[src/rtl/control_unit_ws.sv]
// Multi-cycle control FSM for the K&S datapath: fetch, decode and sequence LOAD/STORE/ALU/branch/halt.
// Outputs decode the registered state. RAM accesses stretch by MEM_WAIT cycles. There is no backpressure.
package k_and_s_pkg;
  typedef enum logic [3:0] {
    I_NOP    = 4'd0,
    I_LOAD   = 4'd1,
    I_STORE  = 4'd2,
    I_MOVE   = 4'd3,
    I_ADD    = 4'd4,
    I_SUB    = 4'd5,
    I_AND    = 4'd6,
    I_OR     = 4'd7,
    I_BRANCH = 4'd8,
    I_BZERO  = 4'd9,
    I_BNZERO = 4'd10,
    I_BNEG   = 4'd11,
    I_BNNEG  = 4'd12,
    I_BOV    = 4'd13,
    I_BNOV   = 4'd14,
    I_HALT   = 4'd15
  } decoded_instruction_type;
endpackage

module control_unit_ws
  import k_and_s_pkg::*;
#(
  parameter int MEM_WAIT  = 0,
  parameter bit OV_SIGNED = 1'b0,
  parameter int CNT_W     = 16
) (
  input  logic                    clk,
  input  logic                    rst_n,
  input  decoded_instruction_type decoded_instruction,
  input  logic                    zero_op,
  input  logic                    neg_op,
  input  logic                    unsigned_overflow,
  input  logic                    signed_overflow,
  output logic                    branch,
  output logic                    pc_enable,
  output logic                    ir_enable,
  output logic                    write_reg_enable,
  output logic                    addr_sel,
  output logic                    c_sel,
  output logic                    flags_reg_enable,
  output logic                    ram_write_enable,
  output logic [1:0]              operation,
  output logic                    halt,
  output logic [CNT_W-1:0]        retired
);

  if (MEM_WAIT < 0 || MEM_WAIT > 15) begin : g_mem_wait_range
    $error("control_unit_ws: MEM_WAIT must be within 0..15");
  end

  typedef enum logic [2:0] {
    S_FETCH,
    S_LOAD_IR,
    S_DECODE,
    S_EXEC,
    S_MEM_LOAD,
    S_MEM_STORE,
    S_BRANCH,
    S_HALT
  } state_t;

  // FETCH occupies max(1, MEM_WAIT) cycles; data accesses occupy MEM_WAIT+1.
  localparam logic [3:0] MEM_LAST   = 4'(MEM_WAIT);
  localparam logic [3:0] FETCH_LAST = (MEM_WAIT == 0) ? 4'd0 : 4'(MEM_WAIT - 1);

  state_t           state_q, state_d;
  logic [3:0]       wait_q, wait_d;
  logic [CNT_W-1:0] retired_q, retired_d;
  logic [1:0]       exec_op_q, exec_op_d;
  logic             exec_flg_q, exec_flg_d;

  logic ovf;
  logic mem_last;
  logic fetch_last;
  logic retire;

  assign ovf        = OV_SIGNED ? signed_overflow : unsigned_overflow;
  assign mem_last   = (wait_q == MEM_LAST);
  assign fetch_last = (wait_q == FETCH_LAST);
  assign retired    = retired_q;

  always_comb begin
    state_d    = state_q;
    exec_op_d  = exec_op_q;
    exec_flg_d = exec_flg_q;
    retire     = 1'b0;
    unique case (state_q)
      S_FETCH: begin
        if (fetch_last) state_d = S_LOAD_IR;
      end
      S_LOAD_IR: state_d = S_DECODE;
      S_DECODE: begin
        // ALU op is captured here so EXEC does not depend on the IR staying stable.
        case (decoded_instruction)
          I_HALT:   begin state_d = S_HALT; retire = 1'b1; end
          I_LOAD:   state_d = S_MEM_LOAD;
          I_STORE:  state_d = S_MEM_STORE;
          I_ADD:    begin state_d = S_EXEC; exec_op_d = 2'b01; exec_flg_d = 1'b1; end
          I_SUB:    begin state_d = S_EXEC; exec_op_d = 2'b10; exec_flg_d = 1'b1; end
          I_AND:    begin state_d = S_EXEC; exec_op_d = 2'b11; exec_flg_d = 1'b1; end
          I_OR:     begin state_d = S_EXEC; exec_op_d = 2'b00; exec_flg_d = 1'b1; end
          I_MOVE:   begin state_d = S_EXEC; exec_op_d = 2'b00; exec_flg_d = 1'b0; end
          I_BRANCH: state_d = S_BRANCH;
          I_BZERO:  if (zero_op)  state_d = S_BRANCH; else begin state_d = S_FETCH; retire = 1'b1; end
          I_BNZERO: if (!zero_op) state_d = S_BRANCH; else begin state_d = S_FETCH; retire = 1'b1; end
          I_BNEG:   if (neg_op)   state_d = S_BRANCH; else begin state_d = S_FETCH; retire = 1'b1; end
          I_BNNEG:  if (!neg_op)  state_d = S_BRANCH; else begin state_d = S_FETCH; retire = 1'b1; end
          I_BOV:    if (ovf)      state_d = S_BRANCH; else begin state_d = S_FETCH; retire = 1'b1; end
          I_BNOV:   if (!ovf)     state_d = S_BRANCH; else begin state_d = S_FETCH; retire = 1'b1; end
          default:  begin state_d = S_FETCH; retire = 1'b1; end
        endcase
      end
      S_EXEC:      begin state_d = S_FETCH; retire = 1'b1; end
      S_MEM_LOAD:  if (mem_last) begin state_d = S_FETCH; retire = 1'b1; end
      S_MEM_STORE: if (mem_last) begin state_d = S_FETCH; retire = 1'b1; end
      S_BRANCH:    begin state_d = S_FETCH; retire = 1'b1; end
      S_HALT:      state_d = S_HALT;
      default:     state_d = S_FETCH;
    endcase

    // Counter restarts on each state entry and sticks at its top value.
    if (state_d != state_q)  wait_d = 4'd0;
    else if (wait_q == 4'hF) wait_d = wait_q;
    else                     wait_d = wait_q + 4'd1;

    if (retire && (retired_q != {CNT_W{1'b1}})) retired_d = retired_q + CNT_W'(1);
    else                                        retired_d = retired_q;
  end

  always_ff @(posedge clk or negedge rst_n) begin
    if (!rst_n) begin
      state_q    <= S_FETCH;
      wait_q     <= 4'd0;
      retired_q  <= '0;
      exec_op_q  <= 2'b00;
      exec_flg_q <= 1'b0;
    end else begin
      state_q    <= state_d;
      wait_q     <= wait_d;
      retired_q  <= retired_d;
      exec_op_q  <= exec_op_d;
      exec_flg_q <= exec_flg_d;
    end
  end

  always_comb begin
    branch           = 1'b0;
    pc_enable        = 1'b0;
    ir_enable        = 1'b0;
    write_reg_enable = 1'b0;
    addr_sel         = 1'b0;
    c_sel            = 1'b0;
    flags_reg_enable = 1'b0;
    ram_write_enable = 1'b0;
    operation        = 2'b00;
    halt             = 1'b0;
    unique case (state_q)
      S_FETCH: ;
      S_LOAD_IR: begin
        ir_enable = 1'b1;
        pc_enable = 1'b1;
      end
      S_DECODE: begin
        addr_sel = (decoded_instruction == I_LOAD) || (decoded_instruction == I_STORE);
      end
      S_EXEC: begin
        write_reg_enable = 1'b1;
        c_sel            = 1'b1;
        operation        = exec_op_q;
        flags_reg_enable = exec_flg_q;
      end
      S_MEM_LOAD: begin
        addr_sel         = 1'b1;
        write_reg_enable = mem_last;
      end
      S_MEM_STORE: begin
        addr_sel         = 1'b1;
        ram_write_enable = mem_last;
      end
      S_BRANCH: begin
        branch    = 1'b1;
        pc_enable = 1'b1;
      end
      S_HALT: halt = 1'b1;
      default: ;
    endcase
  end

endmodule

[config.mk]
export PLATFORM = sky130hd
export DESIGN_NAME = control_unit_ws
export DESIGN_NICKNAME = d
export VERILOG_FILES = /design/src/rtl/control_unit_ws.sv
export SDC_FILE = /design/constraint.sdc
export NUM_CORES = 1
export LEC_CHECK = 0
export BUFFER_PORTS_ARGS = -buffer_cell sky130_fd_sc_hd__buf_2
export CORE_MARGIN = 1
export CORE_UTILIZATION = 50
export CTS_CLUSTER_SIZE = 16
export DETAILED_ROUTE_END_ITERATION = 10
export PLACE_DENSITY = 0.84
export SYNTH_ARGS = -nofsm -noshare
export SYNTH_HDL_FRONTEND = slang
export SYNTH_SLANG_ARGS = --single-unit
[constraint.sdc]
create_clock -name clk -period 4.45 [get_ports clk]
set_input_delay 0.445 -clock clk [delete_from_list [all_inputs] [get_ports clk]]
set_output_delay 0.445 -clock clk [all_outputs]
set_load 0.01 [all_outputs]
==> results of run 1 <==
-- cells by family after synthesis --
group,count (synthesis)
AOI/OAI and AO/OA,50
xor gates and xnor gates,13
adders and majority gates,3
buffers and inverters,18
DFF,26
muxes,9
and+or+nand+nor,75
-- cell type report --
cell class              count  share of cell area (%)
multi-input cells         150                    52.6
flip-flops and latches     26                    31.8
repair buffers             35                    8.56
well taps                  46                    2.81
inverters                   9                    1.65
clock inverters             1                    1.47
clock buffers               3                    1.10
-- registers in the layout, indices dropped and copies added, names as in the netlist --
| register | count |
|---|---|
| exec_flg_q | 1 |
| exec_op_q | 2 |
| retired | 16 |
| state_q | 3 |
| wait_q | 4 |
-- worst max-delay path by stage --
stage	start	to	slack (ns)	cells past startpoint
6_report	wait_q[0]	write_reg_enable	2.34	5
5_1_grt	state_q[2]	write_reg_enable	2.18	5
4_1_cts	wait_q[0]	write_reg_enable	2.30	5
3_5_place_dp	decoded_instruction[0]	retired[1]	2.08	6
3_3_place_gp	decoded_instruction[0]	retired[1]	2.08	6
2_1_floorplan	wait_q[0]	retired[1]	2.59	7
-- power breakdown --
group | total, W | internal, W | switching (W) | leakage [nW]
clock network | 0.000158 | 0.0000910 | 0.0000670 | 0.0279
registers | 0.000303 | 0.000266 | 0.0000367 | 0.316
logic | 0.000134 | 0.0000637 | 0.0000702 | 0.653
-- cells in the mapped netlist, drive strengths merged, types with 2 or more instances --
master,n
and4,2
nor2,9
nand2b,3
a2111oi,3
a22o,2
nand3b,2
xor2,12
o22ai,2
a211oi,9
o21ai,9
ha,3
or3,2
dfrtp,26
mux2i,5
nand4,6
nand3,8
and2,3
a21oi,11
nor3,7
o211ai,4
and3,9
buf,8
mux2,4
nor2b,8
nand2,12
inv,9
-- metal layers --
metal,part of all wire (%),routed length (um)
met3,4.5,157
met5,0,0
met2,47,1660
met4,0.51,18
met1,48,1680
-- per-stage QoR --
stage,area [um^2],total power [W],setup WS [ns]
floorplan,1820,0.000402,2.59
global placement,1990,0.000437,2.08
detailed placement,1990,0.000443,2.08
CTS,2050,0.000604,2.30
global route,2050,0.000642,2.18
finish,2050,0.000595,2.34
-- worst max-delay path, stage by stage (launching register included) --
cell and delay [ns]:
dfrtp_1 0.44, inv_1 0.07, ha_1 0.14, nor4b_4 0.37, a31o_2 0.21, buf_2 0.12
==> impl_metrics.tcl, run 1 <==
set metrics [dict create \
    status "completed" \
    async_flop_share_pct 100 \
    ys_seq_elements 26 \
    drtAntennaViolNets 0 \
    r2r_slack_ns 2.40 \
    required_ns 4.01 \
    period_share_pct 47.4 \
    synth.avg_cell_area_um2 9.36 \
    grt_pass1_wl_um 6280 \
    cp_max_fo 7 \
    tightest_slew_ns 0.883 \
    die_y_um 62.3 \
    synthFlopType "dfrtp_1" \
    ys_warn_count 0 \
    rsz0062_at_grt "false" \
    initial_core_util_pct 53.2 \
    busiest_layer "met2" \
    firstDrtPassIters 4 \
    setup_viol 0 \
    final_common_cell "buf_2" \
    numCtsBuffers 3 \
    cts.sinks 26 \
    yosysTopAreaCell "dfrtp_1" \
    hold_path_class "input pin to asynchronous set/reset pin" \
    core-area_um2 3420 \
    dieArea_um2 3880 \
    synth_compound_area_share_pct 22.1 \
    worst_r2r_startpoint "wait_q[0]" \
    via_count 1570 \
    use_met3_pct 2.21 \
    p_leak_nw 0.997 \
    post_cts.repair.setup_buffers 0 \
    grt_remaining_overflow 0 \
    fin_util_pct 59.9 \
    diodes 0 \
    dpl.hpwl_um 2630 \
    grt_max_degree 27 \
    yosysSeqAreaShare_pct 35.8 \
    boundaryPins 37 \
    antenna_found_initial 0 \
    ctsRootBufferMaster "clkbuf_4" \
    endpoint_kind "output pin" \
    area_delta_synth_final_pct 12.7 \
    drt_iter0_drc 55 \
    placed_cells 266 \
    grt_pass1_vias 1379 \
    grtUsageMet2_pct 32.4 \
    globalRouteTotalUtil_pct 19.9 \
    clk_latency_ns 0.31 \
    crit_type "register to output pin" \
    route.detailed.drc 0 \
    synthSimpleGateAreaFrac_pct 23.4 \
    fin_skew_ns 0.0109 \
    synth_mux_area_share_pct 5.44 \
    synth_edf_count 0 \
    finalMaxSlewViolations 0 \
    wl_per_cell_um 13.0 \
    die_w_um 62.3 \
    worst_ir_drop_vdd_mv 0.146 \
    synth_area_leaders "dfrtp_1 (36%), xor2_1 (5.8%), a211oi_1 (3.7%)" \
    via_per_inst 5.81 \
    synth-xor-area-share_pct 6.27 \
    period_needed_ns 2.11 \
    io_buffers 35 \
    synth.distinct_cells 51 \
    clock_path_buffers 2 \
    drv_cap 0 \
    regArea_um2 651 \
    holdBufCountCts 0 \
    drt_wl_total_um 3520 \
    holdWs_ns 0.0968 \
    synthCells 194 \
    cts_tree "done" \
    fin_tns_setup_ns 0 \
    finalWeightedCongestion 0.830 \
    syn_area_um2 1820 \
    fin_cells 270 \
    htree_num_levels 1 \
    path_clk_slew_ns 0.14 \
    crit_arrival_ns 1.66 \
    fillCellCount 309 \
    rows 21 \
    maxSlewHeadroom_pct 41.2 \
    drive_gt1_share_pct 25.0 \
    synth_fa_ha_area_share_pct 2.07 \
    yosysTopAreaCellShare_pct 35.8 \
    reg2regPathDepth 7 \
    final_nets 238 \
    hold_violations 0 \
    post_cts_resized 0 \
    start_kind "register" \
    synth_top_family_by_area "simple AND/OR/NAND/NOR gates" \
    multi_input_comb_area_um2 1080 \
    max_freq_mhz 474 \
    synth_nets 207 \
    p_per_area_nw_per_um2 291 \
    use_met1_pct 28.4 \
    r2r_end "retired[1]" \
    final_cell_mix "buf_2 (35), dfrtp_1 (26), nand2_1 (12), xor2_1 (12), a21oi_1 (10)" \
]
Note: power is estimated with default switching activity, not from simulation.
==> run 2, diff against run 1 <==
==> constraint.sdc (replaced) <==
create_clock -name clk -period 2.2 [get_ports clk]
set_input_delay 0.22 -clock clk [delete_from_list [all_inputs] [get_ports clk]]
set_output_delay 0.22 -clock clk [all_outputs]
set_load 0.01 [all_outputs]
==> run 2 against run 1 <==
Compared with the run above:
- clock skew fell by 0.0091 ns
- largest power group unchanged
- count of clock-buffer cells in the layout unchanged
- via count up 1.3%
- final cell count is 1.5% higher
- setup slack got worse by 2.1 ns
==> impl_metrics.tcl, run 2 (same netlist as run 1, synthesis figures left out) <==
set metrics [dict create \
    worstPathCellList "nor2b_1, and2_1, or2_2, buf_2" \
    diodes 0 \
    start_kind "register" \
    grt_remaining_overflow 0 \
    p_per_area_nw_per_um2 526 \
    use_met3_pct 1.65 \
    required_ns 1.98 \
    largest_reg_flops 16 \
    fin_skew_ns 0.00177 \
    hold_path_class "input pin to register" \
    drv_cap 0 \
    min-delay-start "decoded_instruction[2]" \
    area_delta_synth_final_pct 13.2 \
    cts.sinks 26 \
    clock_path_buffers 2 \
    antenna_found_initial 0 \
    final_cell_mix "buf_2 (35), dfrtp_1 (26), nand2_1 (12), xor2_1 (12), a21oi_1 (10)" \
    core-area_um2 3420 \
    rows 21 \
    fillCellCount 321 \
    r2r_slack_ns 0.31 \
    boundaryPins 37 \
    critPathSlowestCell "dfrtp_1" \
    die_w_um 62.3 \
    hold_depth 3 \
    wl_per_cell_um 13.7 \
    design_area_um2 2060 \
    route.detailed.drc 0 \
    worst_ir_drop_vdd_mv 0.233 \
    globalRouteTotalUtil_pct 20.4 \
    via_per_inst 5.80 \
    fin_tns_setup_ns 0 \
    crit_arrival_ns 1.72 \
    rsz0062_at_grt "false" \
    r2r_end "retired[1]" \
    busiest_layer "met2" \
    cts_tree "done" \
    io_buffers 35 \
    placed_area_um2 2020 \
    grt_max_degree 27 \
    htree_num_levels 1 \
    post_cts_resized 0 \
    via_count 1590 \
    clk_latency_ns 0.32 \
    hold_violations 0 \
    period_needed_ns 1.94 \
    dpl.hpwl_um 2730 \
    drive_gt1_share_pct 25.9 \
    tightest_slew_ns 0.561 \
    ctsRootBufferMaster "clkbuf_4" \
    numCtsBuffers 3 \
    finalWeightedCongestion 0.848 \
    reg2regPathDepth 6 \
    path_clk_slew_ns 0.13 \
    initial_core_util_pct 53.2 \
    finalMaxSlewViolations 0 \
    holdPathEnd "exec_op_q[1]" \
    final_nets 243 \
    grt_pass1_vias 1418 \
    maxSlewHeadroom_pct 62.6 \
    use_met1_pct 28.6 \
    drt_iter0_drc 86 \
    die_y_um 62.3 \
    period_share_pct 88.1 \
    regArea_um2 651 \
    setup_viol 0 \
    drtAntennaViolNets 0 \
    cp_max_fo 12 \
    max_freq_mhz 516 \
    slowest_delay_ns 0.62 \
    status "completed" \
    grtUsageMet2_pct 33.1 \
    final_common_cell "buf_2" \
    dieArea_um2 3880 \
    crit_type "register to output pin" \
    multi_input_comb_area_um2 1080 \
    p_leak_nw 1.01 \
    grt_pass1_wl_um 6400 \
    drt_wl_total_um 3760 \
    worst_r2r_startpoint "retired[0]" \
    firstDrtPassIters 4 \
    endpoint_kind "output pin" \
]
[run 2: changes by cell type in the layout (fill, tap and decap cells not counted)]
cell / change
buf_4: +4
bufinv_16: -1
dlygate4sd3_1: +1
[run 2: worst max-delay path, delay by kind of cell (launching register included)]
kind                   cells  cell delay, ns
DFF                        1            0.62
buffers and inverters      1            0.14
and+or+nand+nor            3            0.64
[run 2: worst max path at each step]
| stage | start | to | slack (ns) | cells past startpoint |
|---|---|---|---|---|
| finish | state_q[0] | pc_enable | 0.26 | 4 |
| global route | state_q[2] | write_reg_enable | 0.16 | 5 |
| CTS | state_q[0] | pc_enable | 0.27 | 4 |
| detailed placement | decoded_instruction[0] | retired[15] | 0.31 | 7 |
| global placement | retired[0] | retired[1] | 0.35 | 6 |
| floorplan | wait_q[0] | retired[1] | 0.34 | 7 |
[run 2: cell type report]
cell class                 count  area share (%)
clock buffer                   3            1.09
timing repair buffer          40            10.5
tap                           46            2.80
sequential                    26            31.6
inverter                       9            1.64
multi-input combinational    150            52.4
[run 2: metal layers]
layer | vias up | routed length, um
met5 | - | 0
met4 | 0 | 49
met3 | 5 | 122
met2 | 34 | 1790
met1 | 762 | 1800
li1 | 789 | -
[run 2: power breakdown]
group,total [W],switching [W],internal [W]
Clock,0.000198,0.000133,0.0000642
Sequential,0.000614,0.0000755,0.000539
Combinational,0.000270,0.000140,0.000130
Total,0.00108,0.000349,0.000733
[run 2: timing repair]
| action | in CTS | in global routing |
|---|---|---|
| endpoints found under the hold margin | 26 | 0 |
| hold buffers | 1 | 0 |
| buffers inserted | 0 | 0 |
[run 2: stage by stage]
step                      cells  hold WS, ns  setup WS [ns]  power [W]  util, %
final                       274        0.308          0.262    0.00108     60.2
after global routing        274        0.313          0.156    0.00116     60.2
after CTS                   274        0.293          0.270    0.00110     60.2
after detailed placement    270        0.243          0.312   0.000897     59.3
after global placement      270        0.239          0.346   0.000881     59.3
after floorplan             194      -0.0756          0.341   0.000813        -
